**config.mk**
```make
export PLATFORM = sky130hd
export DESIGN_NAME = exception_unit
export DESIGN_NICKNAME = d
export VERILOG_FILES = /design/src/rtl/exc_pkg.sv /design/src/rtl/exc_prio_enc.sv /design/src/rtl/exception_unit.sv
export SDC_FILE = /design/constraint.sdc
export NUM_CORES = 1
export LEC_CHECK = 0
export ABC_AREA = 1
export BUFFER_PORTS_ARGS = -buffer_cell sky130_fd_sc_hd__buf_2
export CORE_UTILIZATION = 30
export DETAILED_ROUTE_END_ITERATION = 16
export PLACE_DENSITY = 0.46
export SLEW_MARGIN = 10
export SYNTH_ARGS = -nofsm -noshare
export SYNTH_HDL_FRONTEND = slang
export SYNTH_HIERARCHICAL = 1
export SYNTH_SLANG_ARGS = --single-unit
```
**constraint.sdc**
```tcl
create_clock -name clk -period 3.45 [get_ports clk]
set_input_delay 0.1725 -clock clk [delete_from_list [all_inputs] [get_ports clk]]
set_output_delay 0.1725 -clock clk [all_outputs]
set_load 0.02 [all_outputs]
```
**src/rtl/exc_pkg.sv**
```systemverilog
// Shared constants for the exception unit: default parameters, SPR map,
// controller states and internal cause numbering.
package exc_pkg;

  localparam int          DEF_NCAUSE      = 32;
  localparam int          DEF_NINT        = 8;
  localparam int          DEF_NNMI        = 1;
  localparam logic [31:0] DEF_REPEAT_MASK = 32'h0000_0018;
  localparam int          DEF_DW          = 32;

  localparam logic [2:0] SPR_SR    = 3'd0;
  localparam logic [2:0] SPR_ESR   = 3'd1;
  localparam logic [2:0] SPR_ECA   = 3'd2;
  localparam logic [2:0] SPR_EPC   = 3'd3;
  localparam logic [2:0] SPR_EDATA = 3'd4;
  localparam logic [2:0] SPR_MODE  = 3'd5;
  localparam logic [2:0] SPR_EMODE = 3'd6;
  localparam logic [2:0] SPR_PEND  = 3'd7;

  typedef enum logic {
    RUN  = 1'b0,
    HALT = 1'b1
  } state_e;

  localparam int CAUSE_RESET = 0;
  localparam int CAUSE_ILL   = 1;
  localparam int CAUSE_MAL   = 2;
  localparam int CAUSE_PFF   = 3;
  localparam int CAUSE_PFLS  = 4;
  localparam int CAUSE_SYSC  = 5;
  localparam int CAUSE_OVF   = 6;

endpackage

```
**src/rtl/exc_prio_enc.sv**
```systemverilog
// Lowest-index-wins priority encoder; idx is 0 when nothing is set.
module exc_prio_enc #(
  parameter int N  = 32,
  parameter int IW = $clog2(N)
) (
  input  logic [N-1:0]  vec,
  output logic [IW-1:0] idx,
  output logic          any
);

  // Scan from the top so the lowest set bit is the last one to assign idx.
  always_comb begin
    idx = '0;
    for (int i = N - 1; i >= 0; i--) begin
      if (vec[i]) idx = IW'(i);
    end
  end

  assign any = |vec;

endmodule

```
**src/rtl/exception_unit.sv**
```systemverilog
// Exception/interrupt controller: cause assembly and masking, external line
// synchronisation, SPR file, ISR entry/return and double-fault halt.
//
//   state | meaning
//   RUN   | normal operation, causes may enter the handler
//   HALT  | double fault taken, core stopped until rst
import exc_pkg::*;

module exception_unit #(
  parameter int                NCAUSE      = DEF_NCAUSE,
  parameter int                NINT        = DEF_NINT,
  parameter int                NNMI        = DEF_NNMI,
  parameter logic [NCAUSE-1:0] REPEAT_MASK = NCAUSE'(DEF_REPEAT_MASK),
  parameter int                DW          = DEF_DW
) (
  input  logic                        clk,
  input  logic                        rst,
  input  logic [NINT-1:0]             ca_int,
  input  logic                        stage_valid,
  input  logic [NCAUSE-NINT-1:0]      ext_irq,
  input  logic [DW-1:0]               pc,
  input  logic [DW-1:0]               next_pc,
  input  logic [DW-1:0]               ea,
  input  logic                        rfe,
  input  logic [2:0]                  spr_sel,
  input  logic                        spr_we,
  input  logic [DW-1:0]               spr_wdata,
  output logic [DW-1:0]               spr_rdata,
  output logic [NCAUSE-1:0]           mca,
  output logic [$clog2(NCAUSE)-1:0]   il,
  output logic                        jisr,
  output logic                        mode,
  output logic                        abort
);

  localparam int NEXT = NCAUSE - NINT;

  state_e            state_q, state_d;
  logic [DW-1:0]     sr, esr, eca, epc, edata;
  logic              mode_q, emode_q, in_isr;
  logic [NEXT-1:0]   sync1, sync2, sync3, rise, pending, pend_clr;
  logic [NCAUSE-1:0] ca_eff, pend_view;
  logic              any_cause, dbl_fault, upd_ok;

  assign ca_eff    = {pending, ca_int & {NINT{stage_valid}}};
  assign pend_view = {pending, {NINT{1'b0}}};
  assign rise      = sync2 & ~sync3;
  assign mode      = mode_q;

  // Non-maskable causes pass unconditionally, the rest are gated by SR.
  always_comb begin
    mca = '0;
    for (int i = 0; i < NCAUSE; i++) begin
      mca[i] = ca_eff[i] & ((i < NNMI) || sr[i]);
    end
  end

  exc_prio_enc #(.N(NCAUSE)) u_prio (
    .vec (mca),
    .idx (il),
    .any (any_cause)
  );

  // Controller next state and entry/abort decisions.
  always_comb begin
    state_d   = state_q;
    dbl_fault = 1'b0;
    jisr      = 1'b0;
    abort     = 1'b0;
    upd_ok    = 1'b0;
    unique case (state_q)
      RUN: begin
        // A cause while already in a handler with everything masked
        // cannot be serviced: stop instead of clobbering the saved state.
        dbl_fault = any_cause && in_isr && (sr == '0);
        jisr      = any_cause && !dbl_fault;
        upd_ok    = !dbl_fault;
        if (dbl_fault) state_d = HALT;
      end
      HALT: begin
        abort = 1'b1;
      end
      default: state_d = RUN;
    endcase
  end

  // Controller state register; only rst leaves HALT.
  always_ff @(posedge clk) begin
    if (rst) state_q <= RUN;
    else     state_q <= state_d;
  end

  // External lines: two-flop synchroniser plus an edge-detect stage.
  always_ff @(posedge clk) begin
    if (rst) begin
      sync1 <= '0;
      sync2 <= '0;
      sync3 <= '0;
    end else begin
      sync1 <= ext_irq;
      sync2 <= sync1;
      sync3 <= sync2;
    end
  end

  // Clear the pending bit that is being serviced this edge.
  always_comb begin
    pend_clr = '0;
    for (int i = 0; i < NEXT; i++) begin
      pend_clr[i] = jisr && (int'(il) == NINT + i);
    end
  end

  // Pending latch; a fresh edge on the serviced line keeps it set.
  always_ff @(posedge clk) begin
    if (rst) pending <= '0;
    else     pending <= (pending & ~pend_clr) | rise;
  end

  // SPR updates with precedence entry > rfe > software write.
  always_ff @(posedge clk) begin
    if (rst) begin
      sr      <= '0;
      esr     <= '0;
      eca     <= '0;
      epc     <= '0;
      edata   <= '0;
      mode_q  <= 1'b0;
      emode_q <= 1'b0;
      in_isr  <= 1'b0;
    end else if (jisr) begin
      esr     <= sr;
      sr      <= '0;
      eca     <= DW'(mca);
      epc     <= REPEAT_MASK[il] ? pc : next_pc;
      edata   <= ea;
      emode_q <= mode_q;
      mode_q  <= 1'b0;
      in_isr  <= 1'b1;
    end else if (upd_ok) begin
      if (rfe) begin
        sr     <= esr;
        mode_q <= emode_q;
        in_isr <= 1'b0;
      end
      if (spr_we) begin
        case (spr_sel)
          SPR_SR:    if (!rfe) sr <= spr_wdata;
          SPR_ESR:   esr <= spr_wdata;
          SPR_ECA:   eca <= spr_wdata;
          SPR_EPC:   epc <= spr_wdata;
          SPR_EDATA: edata <= spr_wdata;
          SPR_MODE:  if (!rfe) mode_q <= spr_wdata[0];
          SPR_EMODE: emode_q <= spr_wdata[0];
          default:   ;
        endcase
      end
    end
  end

  // Combinational SPR read port.
  always_comb begin
    spr_rdata = '0;
    case (spr_sel)
      SPR_SR:    spr_rdata = sr;
      SPR_ESR:   spr_rdata = esr;
      SPR_ECA:   spr_rdata = eca;
      SPR_EPC:   spr_rdata = epc;
      SPR_EDATA: spr_rdata = edata;
      SPR_MODE:  spr_rdata = {{(DW-1){1'b0}}, mode_q};
      SPR_EMODE: spr_rdata = {{(DW-1){1'b0}}, emode_q};
      SPR_PEND:  spr_rdata = DW'(pend_view);
      default:   spr_rdata = '0;
    endcase
  end

endmodule

```
==> impl_metrics.env <==
export IMPL_arrival_ps=3810
export IMPL_drc=0
export IMPL_multi_input_area_mm2=0.00749
export IMPL_grt_usage_pct=25.3
export IMPL_yosysMostFrequentCell="nand2_1"
export IMPL_antenna_found_initial=1
export IMPL_synth_top_area_share_pct=35.7
export IMPL_yosysWarnings=6
export IMPL_clk_pin_slew_ps=60
export IMPL_yosysSeqAreaShare_pct=35.7
export IMPL_hold_ws_ps=37.2
export IMPL_post_drt_via_cell_ratio=5.01
export IMPL_maxSlewViolCount=0
export IMPL_placed_area_mm2=0.0171
export IMPL_peakVddDrop_mv=0.366
export IMPL_power_density_mw_per_mm2=765
export IMPL_synth_main_ff_cell="dfxtp_1"
export IMPL_max_stage_delay_ps=320
export IMPL_crit_required_ps=3900
export IMPL_clk_path_buf_depth=3
export IMPL_fin_nets=2861
export IMPL_numCtsBuffers=34
export IMPL_cts_tree="built"
export IMPL_start_util_pct=30.5
export IMPL_core_area_mm2=0.0478
export IMPL_row_count=80
export IMPL_crit_top_cell="nand2_1"
export IMPL_grt_ovfl_total=0
export IMPL_syn2layout_area_growth_pct=28.3
export IMPL_ant_nets=0
export IMPL_clk_latency_ps=530
export IMPL_worst_pin_slew_ps=1070
export IMPL_drive_above_1_share_pct=18.0
export IMPL_place_gp_congestion=0.871
export IMPL_fp_dieH_um=223
export IMPL_p_leak_uw=0.00962
export IMPL_dp_cells=3240
export IMPL_final_area_mm2=0.0187
export IMPL_detailed_place_hpwl_mm=44.1
export IMPL_wl_mm=65.3
export IMPL_maxCapViolCount=0
export IMPL_drt_iter0_drc=1408
export IMPL_final_util_pct=39.2
export IMPL_syn_nets=2598
export IMPL_seqCellArea_mm2=0.00521
export IMPL_outcome="finished, final reports clean"
export IMPL_critPathSlowestCell="dfxtp_1"
export IMPL_slew_headroom_pct=28.2
export IMPL_grt_max_degree=84
export IMPL_fillCellCount=5290
export IMPL_async_flop_share_pct=0
export IMPL_synth_avg_cell_area_um2=6.01
export IMPL_ys_types=36
export IMPL_setup_viol=0
export IMPL_htree_levels=2
export IMPL_fin_crit_ps=3360
export IMPL_wl_per_cell_um=19.6
export IMPL_crit_type="flip-flop to flip-flop"
export IMPL_synth_commonest_cells="704 x nand2_1, 399 x nor2_1, 333 x inv_1, 260 x dfxtp_1, 193 x nand3_1"
export IMPL_fin_crit_sh_pct=97.3
export IMPL_clock_sinks=260
export IMPL_grt_pass1_vias=15800
export IMPL_synth_cells=2430
export IMPL_dr_pass1_iters=7
export IMPL_max_freq_ghz=0.298
export IMPL_syn_cell_area_mm2=0.0146
export IMPL_yosysTopAreaCell="dfxtp_1"
export IMPL_stdcell_count=3333
export IMPL_vias=16700
export IMPL_crit_fanout=8
export IMPL_num_io_pins=240
export IMPL_cts_root_buf="clkbuf_16"
export IMPL_grt_pass1_wl_mm=96.2
export IMPL_hold_viol_final=0
export IMPL_portBuffers=239
export IMPL_min_path_type="input pin to flip-flop"
export IMPL_cp_start_kind="flip-flop"
export IMPL_synth_edf_count=0
export IMPL_setup_worst_path_end_class="flip-flop"
export IMPL_die_w_um=223
export IMPL_rsz0062_at_grt="true"
export IMPL_clock_skew_final_ps=27.2
export IMPL_postSynthRegisterBits=260
export IMPL_fp_dieArea_mm2=0.0495
export IMPL_synth_top_cells_by_area="dfxtp_1 36%, nand2_1 18%, nor2_1 10%"
what timing repair did:
item	4_1_cts	5_1_grt
buffers inserted	0	3
setup endpoints to repair	1	34
pin swaps	0	58
hold buffers	24	0
hold endpoints to repair	24	0
gates cloned	0	5
gates resized for setup	2	41
registers in the layout, summed over array words and instances (netlist names):
register  cells
epc          32
state_q       1
pending      24
sync2        24
edata        32
mode          1
sr           32
sync1        24
eca          32
in_isr        1
sync3        24
emode_q       1
esr          32
final timing paths:
| kind | startpoint | to | slack (ps) | depth (start not counted) |
|---|---|---|---|---|
| worst max-delay path | pending[21] | epc[11] | 90 | 44 |
| worst min-delay path | ea[4] | edata[4] | 40 | 5 |
| worst max register to register | pending[21] | epc[11] | 90 | 44 |
| worst min register to register | sync1[19] | sync2[19] | 400 | 2 |
cell families (layout without fill, tap and decap cells):
logic type,Yosys count,count (layout),share of synthesized area (%)
DFF,260,260,35.7
and+or+nand+nor,1452,1452,41.7
AOI/OAI and AO/OA,203,203,8.56
other,0,1,0
buffers and inverters,515,802,14.1
per-layer routing:
metal	wire length (um)	up-vias	global-route usage (%)
met3	3980	108	3.68
li1	-	8193	-
met1	29800	7799	34.9
met5	10	-	0
met2	29500	609	40.7
met4	1970	2	7.36
cell usage in the layout (no fill, tap or decap), types with 5 or more instances in the layout:
| cell | instances |
|---|---|
| a21oi_1 | 78 |
| nor2_1 | 394 |
| nand2_2 | 12 |
| dfxtp_2 | 5 |
| nand4_1 | 136 |
| buf_4 | 99 |
| buf_2 | 239 |
| nor2_2 | 5 |
| o22ai_1 | 41 |
| nor3_1 | 10 |
| dlygate4sd3_1 | 24 |
| clkbuf_16 | 38 |
| o211ai_1 | 7 |
| clkinv_2 | 6 |
| o21ai_0 | 34 |
| inv_1 | 329 |
| nand2_1 | 688 |
| dfxtp_1 | 255 |
| clkbuf_8 | 7 |
| o2111ai_1 | 25 |
| nand3_1 | 189 |
| inv_2 | 19 |
| buf_12 | 23 |
stage by stage:
step / TNS [ps] / worst slack (ps) / power (uW)
2_1_floorplan: 0 / 33.5 / 8060
3_3_place_gp: 0 / 120 / 10300
3_5_place_dp: 0 / 164 / 10300
4_1_cts: 0 / 59.1 / 14100
5_1_grt: -7630 / -259 / 15300
6_report: 0 / 93.3 / 14300
layout make-up:
cell class | count | share of cell area (%)
Tap cell | 615 | 4.11
Clock buffer | 45 | 5.25
Multi-Input combinational cell | 1655 | 40.0
Sequential cell | 260 | 27.8
Timing Repair Buffer | 389 | 14.6
Antenna cell | 1 | 0.0134
Clock inverter | 15 | 1.02
Inverter | 353 | 7.26
worst max-delay path, delay by kind of cell (launching register included):
family | cells | cell delay, ps
simple gates | 38 | 2240
compound gates | 1 | 210
buf+inv | 5 | 500
flops | 1 | 320
report_power, final:
group | total, uW | internal, uW | switching (uW)
Combinational | 6450 | 2320 | 4130
Sequential | 4130 | 3770 | 358
Clock | 3740 | 2310 | 1440
Total | 14300 | 8400 | 5930
No activity file was read; power rests on OpenSTA's default activity.
